--- src/rtl/ld_scalar_mult_ctrl.sv ---
// Left-to-right double-and-add sequencer for Q = k*P in Lopez-Dahab coordinates over GF(2^N).
// Drives external combinational add/double units and resolves the O, Q==P and Q==-P cases itself.
module ld_scalar_mult_ctrl #(
   parameter int          N    = 3,
   parameter int          K_W  = 4,
   parameter logic [N-1:0] POLY = 3'b011
) (
   input  logic           clk,
   input  logic           rst_n,
   input  logic           start,
   input  logic [K_W-1:0] k,
   input  logic [N-1:0]   px,
   input  logic [N-1:0]   py,
   input  logic [N-1:0]   pz,
   output logic           busy,
   output logic           done,
   output logic [N-1:0]   qx,
   output logic [N-1:0]   qy,
   output logic [N-1:0]   qz,
   output logic [3*N-1:0] add_p0,
   output logic [3*N-1:0] add_p1,
   input  logic [3*N-1:0] add_r,
   output logic [3*N-1:0] dbl_p,
   input  logic [3*N-1:0] dbl_r
);

   localparam int             IW      = (K_W > 1) ? $clog2(K_W) : 1;
   localparam logic [IW-1:0]  IDX_TOP = IW'(K_W - 1);

   typedef enum logic [1:0] {IDLE, DBL, ADD, DONE} state_t;

   state_t         state, state_next;
   logic [IW-1:0]  idx, idx_next;
   logic [K_W-1:0] k_reg;
   logic [3*N-1:0] base;
   logic [3*N-1:0] acc, acc_next;
   logic [3*N-1:0] q_out;
   logic           load_out;

   logic [N-1:0]   acc_x, acc_y, acc_z;
   logic [N-1:0]   base_x, base_y, base_z;
   logic [N-1:0]   z_sq;
   logic           q_inf, x_match, q_is_p, q_is_neg;
   logic           dbl_use_p;

   // Shift-and-add carry-less multiply, reducing by x^N + POLY on every shift.
   function automatic logic [N-1:0] gf_mul(input logic [N-1:0] a, input logic [N-1:0] b);
      logic [N-1:0] acc_m;
      logic [N-1:0] sh;
      acc_m = '0;
      sh    = a;
      for (int i = 0; i < N; i++) begin
         if (b[i]) acc_m = acc_m ^ sh;
         sh = sh[N-1] ? ((sh << 1) ^ POLY) : (sh << 1);
      end
      return acc_m;
   endfunction

   assign {acc_x, acc_y, acc_z}    = acc;
   assign {base_x, base_y, base_z} = base;

   // Projective comparisons against the affine base point (Z_P = 1).
   assign z_sq     = gf_mul(acc_z, acc_z);
   assign q_inf    = (acc_z == '0);
   assign x_match  = (acc_x == gf_mul(base_x, acc_z));
   assign q_is_p   = x_match && (acc_y == gf_mul(base_y, z_sq));
   assign q_is_neg = x_match && (acc_y == gf_mul(base_x ^ base_y, z_sq));

   assign dbl_use_p = (state == ADD) && !q_inf && q_is_p;

   assign add_p0 = acc;
   assign add_p1 = base;
   assign dbl_p  = dbl_use_p ? base : acc;

   assign busy = (state == DBL) || (state == ADD);
   assign done = (state == DONE);
   assign {qx, qy, qz} = q_out;

   always_comb begin
      state_next = state;
      idx_next   = idx;
      acc_next   = acc;
      case (state)
         IDLE: begin
            if (start) begin
               state_next = DBL;
               idx_next   = IDX_TOP;
               acc_next   = '0;
            end
         end
         DBL: begin
            if (!q_inf) acc_next = dbl_r;
            if (k_reg[idx]) begin
               state_next = ADD;
            end else if (idx == '0) begin
               state_next = DONE;
            end else begin
               idx_next = idx - IW'(1);
            end
         end
         ADD: begin
            if (q_inf)         acc_next = base;
            else if (q_is_p)   acc_next = dbl_r;
            else if (q_is_neg) acc_next = '0;
            else               acc_next = add_r;
            if (idx == '0) begin
               state_next = DONE;
            end else begin
               state_next = DBL;
               idx_next   = idx - IW'(1);
            end
         end
         DONE: state_next = IDLE;
         default: state_next = IDLE;
      endcase
   end

   // Result is captured as DONE is entered so it is already valid during the done pulse.
   assign load_out = (state_next == DONE) && (state != DONE);

   always_ff @(posedge clk or negedge rst_n) begin
      if (!rst_n) begin
         state <= IDLE;
         idx   <= '0;
         k_reg <= '0;
         base  <= '0;
         acc   <= '0;
         q_out <= '0;
      end else begin
         state <= state_next;
         idx   <= idx_next;
         acc   <= acc_next;
         if ((state == IDLE) && start) begin
            k_reg <= k;
            base  <= {px, py, pz};
         end
         if (load_out) q_out <= acc_next;
      end
   end

endmodule

--- config.mk ---
export PLATFORM = sky130hd
export DESIGN_NAME = ld_scalar_mult_ctrl
export DESIGN_NICKNAME = d
export VERILOG_FILES = /design/src/rtl/ld_scalar_mult_ctrl.sv
export SDC_FILE = /design/constraint.sdc
export NUM_CORES = 1
export LEC_CHECK = 0
export CAP_MARGIN = 20
export CORE_MARGIN = 2
export CORE_UTILIZATION = 46
export CTS_CLUSTER_DIAMETER = 120
export CTS_CLUSTER_SIZE = 30
export DETAILED_ROUTE_END_ITERATION = 8
export PLACE_DENSITY = 0.81
export SLEW_MARGIN = 15
export SYNTH_ARGS = -nofsm -noshare
export SYNTH_HDL_FRONTEND = slang
export SYNTH_SLANG_ARGS = --single-unit
--- constraint.sdc ---
create_clock -name clk -period 4.1 [get_ports clk]
set_clock_uncertainty 0.1 [all_clocks]
set_input_delay 0.82 -clock clk [delete_from_list [all_inputs] [get_ports clk]]
set_output_delay 0.82 -clock clk [all_outputs]
set_load 0.005 [all_outputs]
==> run_results.csv, run 1 <==
group,metric,value,unit
clocking,clk_latency,0.30,ns
final_layout,nets,475,
clocking,htreeDepth,2,
drt,wl,9800,um
power_and_ir_drop,p_leak,1.78,nW
critical_path,r2r_start,"add_p1[5]$_DFFE_PN0P_",
sta,min_period_over_period,1.02,
sta,tightest_slew,0.732,ns
logic_synthesis,synth_edf_count,0,
grt,antenna_found_initial,0,
run,maxCapViolations,0,
critical_path,critPathKind,"register to output port",
clocking,cts_hold_buf,0,
drt,drtIter0Drc,312,
drt,vias_per_cell,6.01,
sta,slew_headroom,0.511,
status,failed_checks,"setup timing",
sta,fin_tns_setup,-0.667,ns
logic_synthesis,yosysMostFrequentCell,"dfrtp_1",
power_and_ir_drop,ir_drop,509,uV
drt,wl_per_cell,19.1,um
clocking,cts_tree,"yes",
drt,drc,0,
drt,postRouteAntennaNets,0,
logic_synthesis,ys_types,58,
logic_synthesis,syn-num-nets,376,
clocking,cts-root-buf,"clkbuf_8",
logic_synthesis,synth_seq_area_share,0.291,
final_layout,synthToLayoutAreaGrowth,45.5,%
critical_path,cpLargestDelayFamily,"multiplexers",
clocking,clk_pin_slew,0.09,ns
critical_path,worstPathArrival,3.27,ns
clocking,cts_made_buffers,5,
final_layout,final_layout_size_suffix_gt1_frac,0.264,
critical_path,cp_cell_sequence,"ha_4, xnor2_2, buf_6, mux2i_4, o22ai_4, a2111oi_4, xnor2_2, nand3_2, nor3_4, buf_12, buf_8, mux2_4, buf_6",
place,place_ws,-0.0347,ns
logic_synthesis,yosys.area.top_type,"dfrtp_1",
critical_path,cp_num_buf_inv,4,
logic_synthesis,yosys_most_used_dff,"dfrtp_1",
grt,grt_pass1_wl,15000,um
critical_path,startpoint,"add_p0[0]$_DFF_PN0_",
logic_synthesis,synth_area,3010,um2
logic_synthesis,synth_top_area_frac,0.291,
sta,finalWorstSetupSlack,-0.0891,ns
clocking,clockBufferDepth,2,
floorplan,fp.dieW,84.8,um
floorplan,io_pins,72,
hold_path,hold_start,"k_reg[0]$_DFFE_PN0P_",
drt,num_vias,3082,
logic_synthesis,synth_common_cells,"35 x dfrtp_1, 32 x nand2_1, 25 x nor2_1",
logic_synthesis,syn_inst,336,
place,dp_hpwl,6230,um
critical_path,required,3.18,ns
sta,whs,0.412,ns
power_and_ir_drop,pwr_density_cell,902,nW/um2
hold_path,hold_path.class,"register to register",
drt,drt-pass1-iter-count,5,
place,io_buffers,71,
grt,grt_usage,0.261,
sta,fmax,0.239,GHz
critical_path,worst-path-max-fanout,4,
final_layout,diodes,0,
floorplan,start_util,0.473,
logic_synthesis,async_flop_share,1.00,
place,gp_congestion,0.858,
logic_synthesis,synth_area_leaders,"dfrtp_1 29%, mux2_2 7.9%, xnor2_1 5.5%",
logic_synthesis,postSynthAreaPerCell,8.94,um2
logic_synthesis,yosysWarnings,0,
sta,rsz0062_at_grt,"yes",
floorplan,dieArea,7200,um2
grt,grt_pass1_vias,2929,
grt,grt_max_degree,36,
logic_synthesis,synth_seq_cells,35,
grt,grt-ovfl-total,0,
critical_path,endpoint_kind,"output port",
critical_path,start_kind,"register",
final_layout,fin_util,0.689,
floorplan,rows,29,
clocking,clock_sinks,35,
sta,slew_violations,0,
power_and_ir_drop,power.total,3.94,mW
critical_path,crit_slowest_cell,"dfrtp_1",
critical_path,max_stage_delay,0.43,ns
floorplan,core,6350,um2
sta,hold_viol,0,
sta,setup_violations,8,
floorplan,die_h,84.8,um
status,run_status,"complete, but fails checks",
sta,fin_crit,4.19,ns
-- metrics by stage --
step | cell area (um2) | instances
floorplan | 3010 | 336
global placement | 3920 | 487
detailed placement | 3920 | 487
CTS | 4200 | 511
global route | 4370 | 513
finish | 4370 | 513
-- kinds of logic (layout without fill, tap and decap cells) --
logic type | after synthesis | count (layout) | share of synthesized area
buffers and inverters | 37 | 137 | 0.0554
AO/OA/AOI/OAI | 87 | 87 | 0.212
AND/OR/NAND/NOR | 116 | 116 | 0.223
adder cells (fa/ha/maj) | 6 | 6 | 0.0250
multiplexers | 25 | 25 | 0.0962
XOR/XNOR | 30 | 30 | 0.0970
flip-flops | 35 | 35 | 0.291
-- final cells by class --
class | instances | area (um2)
Fill cell | 481 | 1980
Sequential cell | 35 | 878
Timing Repair Buffer | 117 | 1140
Multi-Input combinational cell | 264 | 2130
Clock inverter | 2 | 12.5
Clock buffer | 6 | 72.6
Inverter | 12 | 45.0
Tap cell | 77 | 96.3
-- final timing paths --
check	endpoint	slack, ns	depth (start not counted)
worst max-delay path	dbl_p[4]	-0.09	13
max in group asynchronous	add_p0[1]$_DFF_PN0_	2.69	2
worst max register to register	add_p0[2]$_DFF_PN0_	0.45	8
worst min-delay path	k_reg[0]$_DFFE_PN0P_	0.41	1
worst min register to register	k_reg[0]$_DFFE_PN0P_	0.41	1
min in group asynchronous	add_p1[3]$_DFFE_PN0P_	0.83	2
-- worst register-to-register path: cells and delay by family, from the launching register on --
kind,cells,cell delay (ns)
simple gates,3,1.11
compound gates,3,1.15
xor+xnor,2,0.42
flops,1,0.74
-- where the power goes --
part / leakage (nW) / total [mW] / switching, mW / internal [mW]
registers: 0.418 / 0.739 / 0.227 / 0.512
logic: 1.32 / 2.94 / 1.45 / 1.49
clock network: 0.0412 / 0.265 / 0.146 / 0.119
total: 1.78 / 3.94 / 1.82 / 2.12
-- cells in the final DEF, fill, tap and decap left out, types with 9 or more instances in the layout --
master	n
buf_4	35
o21ai_0	11
clkdlybuf4s50_1	62
buf_6	14
dfrtp_1	33
nor2_1	25
xnor2_1	16
inv_1	12
o21a_1	9
a21oi_1	14
mux2_2	13
a21boi_0	11
nand2_1	31
nor2b_1	9
-- layer usage --
layer | routed length (um) | track usage | vias up
li1 | - | - | 1425
met1 | 4130 | 0.364 | 1473
met2 | 4640 | 0.413 | 155
met3 | 777 | 0.0457 | 29
met4 | 252 | 0.0909 | 0
met5 | 0 | 0 | -
-- repair_timing --
action / CTS / global route
setup endpoints to repair: 9 / 9
setup buffers: 16 / 2
pin swaps: 11 / 8
endpoints found under the hold margin: 0 / 0
resized for setup: 52 / 30
No activity file was read; power rests on OpenSTA's default activity.
==> inputs of run 2 (changes only) <==
--- a/config.mk
+++ b/config.mk
@@ -6,7 +6,6 @@
 export NUM_CORES = 1
 export LEC_CHECK = 0
 export CAP_MARGIN = 20
-export CORE_MARGIN = 2
 export CORE_UTILIZATION = 46
 export CTS_CLUSTER_DIAMETER = 120
 export CTS_CLUSTER_SIZE = 30
==> run 2 against run 1 <==
The run now ends clean; sequential power down 1%; highest routed layer unchanged; critical endpoint is now dbl_p[3]; fmax up 2.4%; combinational power down 2%; design area down 1.0%; sequential cell count unchanged; critical path type unchanged; total power up 0.23%; via count up 1.4%; final cell count up 0.39%; wire length down 1.9%; non-clock buffer count up 2; die area down 4.7%; sequential share of layout area up 0.17 points.
==> run_results.csv, run 2 (synthesis gave the netlist of run 1 again) <==
group,metric,value,unit
clocking,clock_sinks,35,
power_and_ir_drop,switchingPower,1.80,mW
sta,whs,0.414,ns
drt,wl,9620,um
final_layout,final_layout_size_suffix_gt1_frac,0.258,
critical_path,critPathKind,"register to output port",
sta,fmax,0.245,GHz
critical_path,r2r_start,"add_p1[5]$_DFFE_PN0P_",
clocking,htreeDepth,2,
grt,grt_pass1_vias,3020,
sta,hold_viol,0,
sta,slew_headroom,0.528,
drt,num_vias,3124,
sta,setup_violations,0,
critical_path,reg2reg_depth,8,
drt,vias_per_cell,6.07,
power_and_ir_drop,p_clk_frac,0.083,
grt,grt_util_met1,0.386,
drt,wl_per_cell,18.7,um
critical_path,max_stage_delay,0.56,ns
power_and_ir_drop,pwr_density_cell,913,nW/um2
sta,min_period_over_period,0.998,
drt,drt-pass1-iter-count,5,
power_and_ir_drop,p_seq_frac,0.184,
clocking,cts_made_buffers,5,
critical_path,required,3.18,ns
clocking,cts-root-buf,"clkbuf_8",
floorplan,fp.dieW,82.8,um
critical_path,crit_slowest_cell,"or4b_4",
clocking,clk_latency,0.31,ns
grt,use_met3,0.0567,
final_layout,final_cell_mix,"62 x clkdlybuf4s50_1, 39 x buf_4, 34 x dfrtp_1, 32 x nand2_1, 24 x nor2_1",
place,gp_congestion,0.935,
power_and_ir_drop,ir_drop,508,uV
final_layout,design_area,4330,um2
place,dp_hpwl,6540,um
drt,postRouteAntennaNets,0,
power_and_ir_drop,switching_share,0.454,
drt,drc,0,
hold_path,hold_start,"k_reg[1]$_DFFE_PN0P_",
critical_path,worst-path-max-fanout,4,
sta,tightest_slew,0.705,ns
status,run_status,"complete, no violations",
sta,slew_violations,0,
place,io_buffers,71,
floorplan,dieArea,6860,um2
critical_path,endpoint_kind,"output port",
floorplan,io_pins,72,
floorplan,rows,29,
floorplan,core,6310,um2
critical_path,start_kind,"register",
critical_path,ff2ff_setup_slack,0.51,ns
grt,grt_use_met2,0.458,
place,postPlaceCellArea,3970,um2
grt,grt_pass1_wl,15600,um
grt,grt_max_degree,36,
critical_path,startpoint,"add_p0[1]$_DFF_PN0_",
clocking,clk_pin_slew,0.08,ns
run,maxCapViolations,0,
sta,fin_crit,4.09,ns
grt,busiest_layer,"met2",
power_and_ir_drop,p_leak,1.79,nW
grt,grt_usage,0.287,
critical_path,worstPathArrival,3.17,ns
critical_path,r2r_end,"add_p0[2]$_DFF_PN0_",
final_layout,diodes,0,
critical_path,cp_cell_sequence,"nand2_1, xnor2_2, xnor3_1, or4b_4, nor3b_4, nand3_2, nor3_4, buf_12, buf_4, mux2_4, buf_6",
floorplan,start_util,0.476,
sta,fin_tns_setup,0,ns
grt,grt-ovfl-total,0,
floorplan,die_h,82.8,um
power_and_ir_drop,p_int,2.16,mW
hold_path,hold_depth,1,
sta,rsz0062_at_grt,"yes",
power_and_ir_drop,power.total,3.95,mW
clocking,cts_tree,"yes",
final_layout,nets,477,
drt,drtIter0Drc,360,
clocking,clockBufferDepth,2,
final_layout,synthToLayoutAreaGrowth,44.0,%
hold_path,whs_endpoint,"k_reg[1]$_DFFE_PN0P_",
grt,antenna_found_initial,0,
hold_path,hold_path.class,"register to register",
final_layout,final_common_cell,"clkdlybuf4s50_1",
power_and_ir_drop,comb_power_share,0.732,
-- run 2: cell types whose count changed in the layout (fill, tap and decap cells not counted), sizes merged --
cell	previous run	this run
clkinv	1	2
clkinvlp	1	0
clkbuf	7	5
bufinv	0	1
buf	54	57
-- run 2: final cells by class --
type / instances / area, um2
Clock buffer: 5 / 68.8
Clock inverter: 3 / 43.8
Fill cell: 477 / 1980
Inverter: 12 / 45.0
Multi-Input combinational cell: 264 / 2060
Sequential cell: 35 / 877
Tap cell: 77 / 96.3
Timing Repair Buffer: 119 / 1140
-- run 2: power groups by stage --
stage,clock [mW],sequential [mW],combinational (mW)
after global routing,0.343,0.748,3.11
final,0.328,0.729,2.89
after global placement,0,0.710,2.56
after detailed placement,0,0.717,2.61
after floorplan,0,0.655,1.67
after CTS,0.329,0.720,2.80
-- run 2: critical path: cells and delay by family (launching register included) --
| family | cells | cell delay (ns) |
|---|---|---|
| and+or+nand+nor | 5 | 1.24 |
| DFF | 1 | 0.44 |
| xor gates and xnor gates | 2 | 0.51 |
| buffers and inverters | 3 | 0.36 |
| muxes | 1 | 0.29 |
-- run 2: how the worst max path moves through the flow --
stage	to	slack, ns	cells past startpoint
6_report	dbl_p[3]	0.01	11
5_1_grt	dbl_p[3]	-0.14	13
4_1_cts	dbl_p[3]	-0.03	13
3_5_place_dp	dbl_p[3]	0.03	12
3_3_place_gp	dbl_p[0]	0.12	12
2_1_floorplan	dbl_p[0]	0.08	11
-- run 2: timing repair --
item | in CTS | in global routing
gates resized for setup | 67 | 2
endpoints found under the setup margin | 9 | 9
hold buffers | 0 | 0
buffers inserted | 14 | 0
pin swaps | 6 | 4
-- run 2: routing by layer --
layer,up-vias,part of all wire,wire length [um]
li1,1431,-,-
met1,1497,0.42,4070
met2,171,0.47,4550
met3,25,0.076,733
met4,0,0.027,259
met5,-,0,0
-- run 2: through the flow --
stage	instances	utilization	setup slack, ns
after floorplan	336	-	0.0815
after global placement	493	0.629	0.119
after detailed placement	493	0.629	0.0272
after CTS	515	0.684	-0.0254
after global routing	515	0.686	-0.139
final	515	0.686	0.0102
==> inputs of run 3 (changes only) <==
--- a/config.mk
+++ b/config.mk
@@ -15,3 +15,4 @@
 export SYNTH_ARGS = -nofsm -noshare
 export SYNTH_HDL_FRONTEND = slang
 export SYNTH_SLANG_ARGS = --single-unit
+export TNS_END_PERCENT = 30
==> run 3 against run 2 <==
The run now ends with setup timing left; core utilization grew 1.3 points; via count grew 2.5%; wire length grew 5.4%; worst hold slack gained 0.0019 ns; largest cell class unchanged.
==> run_results.csv, run 3 (synthesis gave the netlist of run 1 again) <==
group,metric,value,unit
clocking,cts_made_buffers,5,
final_layout,synthToLayoutAreaGrowth,46.9,%
floorplan,start_util,0.476,
drt,drt-pass1-iter-count,5,
power_and_ir_drop,ir_drop,532,uV
critical_path,crit_slowest_cell,"or4b_4",
place,dp_hpwl,6540,um
critical_path,r2r_end,"add_p0[2]$_DFF_PN0_",
sta,fin_crit,4.15,ns
sta,finalWorstSetupSlack,-0.0459,ns
final_layout,final_cell_mix,"62 x clkdlybuf4s50_1, 45 x buf_4, 32 x dfrtp_1, 31 x nand2_1, 21 x nor2_1",
hold_path,hold_path.class,"register to register",
critical_path,critPathKind,"register to output port",
critical_path,start_kind,"register",
drt,num_vias,3203,
status,failed_checks,"setup timing",
power_and_ir_drop,pwr_density_cell,946,nW/um2
floorplan,die_h,82.8,um
clocking,clockBufferDepth,2,
critical_path,r2r_start,"add_p0[0]$_DFF_PN0_",
grt,grt-ovfl-total,0,
power_and_ir_drop,power.total,4.17,mW
run,maxCapViolations,0,
critical_path,max_stage_delay,0.57,ns
status,run_status,"complete, but fails checks",
final_layout,fin_util,0.699,
floorplan,io_pins,72,
final_layout,fill_cells,458,
grt,grt_usage,0.280,
clocking,cts-root-buf,"clkbuf_8",
critical_path,ff2ff_setup_slack,0.43,ns
grt,grt_pass1_wl,15300,um
critical_path,startpoint,"add_p1[8]$_DFFE_PN0P_",
place,gp_congestion,0.935,
final_layout,nets,483,
drt,wl_per_cell,19.4,um
clocking,htreeDepth,2,
clocking,clk_latency,0.31,ns
drt,vias_per_cell,6.15,
drt,drtIter0Drc,380,
floorplan,rows,29,
critical_path,cp_cell_sequence,"xnor2_2, nor2_2, xnor3_1, or4b_4, nor3b_4, nand3_2, nor3_4, buf_12, buf_6, mux2_2, clkbuf_2",
sta,fmax,0.241,GHz
floorplan,dieArea,6860,um2
critical_path,endpoint_kind,"output port",
floorplan,core,6310,um2
sta,setup_violations,5,
sta,slew_headroom,0.566,
floorplan,fp.dieW,82.8,um
grt,antenna_found_initial,0,
critical_path,worst-path-max-fanout,7,
place,place_ws,0.0272,ns
clocking,clock_sinks,35,
grt,grt_pass1_vias,2986,
drt,drc,0,
clocking,cts_hold_buf,0,
clocking,cts_tree,"yes",
critical_path,worstPathArrival,3.23,ns
critical_path,required,3.18,ns
critical_path,crit_path_end,"dbl_p[5]",
final_layout,final_layout_size_suffix_gt1_frac,0.300,
drt,postRouteAntennaNets,0,
final_layout,diodes,0,
clocking,clk_pin_slew,0.08,ns
drt,wl,10100,um
final_layout,design_area,4410,um2
sta,min_period_over_period,1.01,
grt,grt_max_degree,36,
critical_path,reg2reg_depth,10,
place,dp_cells,493,
place,io_buffers,71,
sta,rsz0062_at_grt,"yes",
sta,hold_viol,0,
power_and_ir_drop,p_leak,1.82,nW
sta,slew_violations,0,
final_layout,final_common_cell,"clkdlybuf4s50_1",
final_layout,fin_cells,521,
sta,tightest_slew,0.649,ns
place,postPlaceCellArea,3970,um2
## run 3: how the worst min path moves through the flow
stage | from | end | slack (ns) | depth (start not counted)
floorplan | k_reg[2]$_DFFE_PN0P_ | k_reg[2]$_DFFE_PN0P_ | 0.37 | 1
global placement | k_reg[3]$_DFFE_PN0P_ | k_reg[3]$_DFFE_PN0P_ | 0.39 | 1
detailed placement | k_reg[1]$_DFFE_PN0P_ | k_reg[1]$_DFFE_PN0P_ | 0.40 | 1
CTS | k_reg[1]$_DFFE_PN0P_ | k_reg[1]$_DFFE_PN0P_ | 0.42 | 1
global route | k_reg[1]$_DFFE_PN0P_ | k_reg[1]$_DFFE_PN0P_ | 0.43 | 1
finish | k_reg[1]$_DFFE_PN0P_ | k_reg[1]$_DFFE_PN0P_ | 0.42 | 1
## run 3: area by class of cell
cell class,instances,area [um2],share of cell area
Sequential cell,35,880,0.199
Clock buffer,5,68.8,0.0156
Multi-Input combinational cell,264,2150,0.486
Clock inverter,3,43.8,0.00992
Timing Repair Buffer,125,1130,0.257
Inverter,12,45.0,0.0102
Tap cell,77,96.3,0.0218
## run 3: routing by layer
metal / GRT usage / part of all wire
met5: 0 / 0
met2: 0.441 / 0.47
met3: 0.0586 / 0.092
met1: 0.377 / 0.40
met4: 0.111 / 0.042
## run 3: through the flow
step	hold slack (ns)	TNS (ns)
2_1_floorplan	0.374	0
3_3_place_gp	0.388	0
3_5_place_dp	0.400	0
4_1_cts	0.417	-0.587
5_1_grt	0.429	-0.741
6_report	0.416	-0.154
## run 3: power breakdown
| group | leakage (nW) | internal (mW) | total (mW) | switching [mW] |
|---|---|---|---|---|
| Combinational | 1.34 | 1.57 | 3.11 | 1.54 |
| Sequential | 0.417 | 0.513 | 0.735 | 0.222 |
| Clock | 0.0581 | 0.181 | 0.330 | 0.149 |
| Total | 1.82 | 2.26 | 4.17 | 1.91 |
## run 3: repair_timing
| item | CTS | global route |
|---|---|---|
| resized for setup | 39 | 36 |
| pin swaps | 6 | 14 |
| buffers inserted | 13 | 8 |
| cloned | 0 | 0 |
| setup endpoints to repair | 9 | 9 |
| hold endpoints to repair | 0 | 0 |
## run 3: critical path: cells and delay by family (launching register included)
kind / cells / cell delay, ns
simple gates: 5 / 1.26
xor+xnor: 2 / 0.51
flops: 1 / 0.47
buf+inv: 3 / 0.36
mux: 1 / 0.31
==> RTL change: new RTL, config.mk and constraints of run 1 <==
Put a register stage on the outputs `busy`, `done` and `dbl_p`, with the module's reset. The values now appear one clock later. The other outputs are not delayed to match.
--- a/src/rtl/ld_scalar_mult_ctrl.sv
+++ b/src/rtl/ld_scalar_mult_ctrl.sv
@@ -71,8 +71,16 @@
    assign add_p0 = acc;
    assign add_p1 = base;
-   assign dbl_p  = dbl_use_p ? base : acc;
+   always_ff @(posedge clk or negedge rst_n) begin
+      if (!rst_n) begin
+         busy  <= '0;
+         done  <= '0;
+         dbl_p <= '0;
+      end else begin
+         busy  <= (state == DBL) || (state == ADD);
+         done  <= (state == DONE);
+         dbl_p <= dbl_use_p ? base : acc;
+      end
+   end
 
-   assign busy = (state == DBL) || (state == ADD);
-   assign done = (state == DONE);
    assign {qx, qy, qz} = q_out;
 
Behaviour: not the same (a bounded check fails within 4 cycles, from zero or initial values and one cycle with rst_n low).
==> RTL change against run 1 <==
Wire length decreased by 16%; count of clock-buffer cells in the layout unchanged; cell count decreased by 7.4%; sequential cell count increased by 11; sequential power increased by 21%; total power decreased by 15%; clock power increased by 32%; synthesized area increased by 4.6%; fmax increased by 23%; cell area decreased by 8.6%; worst setup slack improved by 0.79 ns; critical path type is now flop to flop; critical endpoint is now add_p0[1]; largest cell class unchanged; highest routed layer unchanged.
==> RTL change: results (changes against run 1) <==
** GRT
- Grt met1 use :: 0.2824 (was 0.3641)
- The via count of the first global-routing pass came to 2828 (was 2929).
- The met2 capacity usage during global routing was 0.4063 (was 0.4130).

** Detailed routing
- Violation count after the first detailed-route iteration :: 205 (was 312)
- Met3 Routed Length :: 450 um (was 777 um)
- Final wirelength :: 8243 um (was 9798 um)

** Final layout
- Fraction of final layout cells sized beyond drive strength 1 :: 0.1114 (was 0.2638)
- The portion of the layout cell area used by non-clock buffers is 0.1910 (was 0.2598).
- Number of inverters outside the clock class in the layout :: 20 (was 12)
- Buffers outside the clock class :: 76 (was 117)
- The multi-input logic portion of the cell area is 0.4494 (was 0.4876).
- The final-stage net count was 434 (was 475).
- The register fraction of the total cell area is 0.2881 (was 0.2009).

** Floorplan
- The die area came to 7513 um^2 (was 7196 um^2).

** Synthesis
- Most used standard cells in the synthesized netlist :: sky130_fd_sc_hd__dfrtp_1 (46), sky130_fd_sc_hd__nand2_1 (34), sky130_fd_sc_hd__o21ai_0 (25), sky130_fd_sc_hd__xnor2_1 (25) (was sky130_fd_sc_hd__dfrtp_1 (35), sky130_fd_sc_hd__nand2_1 (32), sky130_fd_sc_hd__nor2_1 (25), sky130_fd_sc_hd__mux2_2 (21), sky130_fd_sc_hd__xnor2_1 (19))
- Share of the synthesized area in compound gates (AO/OA/AOI/OAI) :: 0.1926 (was 0.2119)
- Number of distinct library cells after synthesis :: 56 (was 58)
- The xor/xnor share of the synthesized area was 0.09869 (was 0.09700).
- The share of the yosys chip area belonging to registers is 0.3661 (was 0.2914).

** Worst setup path
- The largest incremental delay on the critical path came to 0.59 ns (was 0.43 ns).
- Critical-path cell with the highest stage delay :: sky130_fd_sc_hd__or4_4 (was sky130_fd_sc_hd__dfrtp_1)
- Data arrival time at the worst-slack endpoint :: 3.47 ns (was 3.27 ns)

** Power and ir drop
- Largest vdd supply drop :: 0.4624 mV (was 0.5092 mV)
- The leakage component of the power is 1.628 nW (was 1.781 nW).

** CTS
- The number of clock sinks is 46 (was 35).
- The total setup buffers inserted after CTS is 0 (was 16).
- The number of resized instances in the post-cts repair step is 0 (was 52).

** Placement
- The final weighted congestion of routability-driven global placement is 0.8725 (was 0.8584).
- The count of placed standard cells including taps was 466 (was 487).

** Outcome
- Result of the run :: finished clean (was finished with violations)
RTL change: cell types whose count changed after synthesis, moves of 6 or more:
cell and delta:
sky130_fd_sc_hd__a41oi_1 -7, sky130_fd_sc_hd__nor3_1 -7, sky130_fd_sc_hd__xnor2_1 +6, sky130_fd_sc_hd__inv_1 +8
sky130_fd_sc_hd__mux2i_1 +8, sky130_fd_sc_hd__a211oi_1 +9, sky130_fd_sc_hd__a21boi_0 -10, sky130_fd_sc_hd__nor2b_1 -6
sky130_fd_sc_hd__or4b_4 -7, sky130_fd_sc_hd__dfrtp_1 +11, sky130_fd_sc_hd__o21ai_0 +14
RTL change: report_power, final:
group	internal, W	switching, W
sequential	0.000639	0.000255
combinational	0.00103	0.00106
clock	0.000182	0.000166
total	0.00185	0.00148
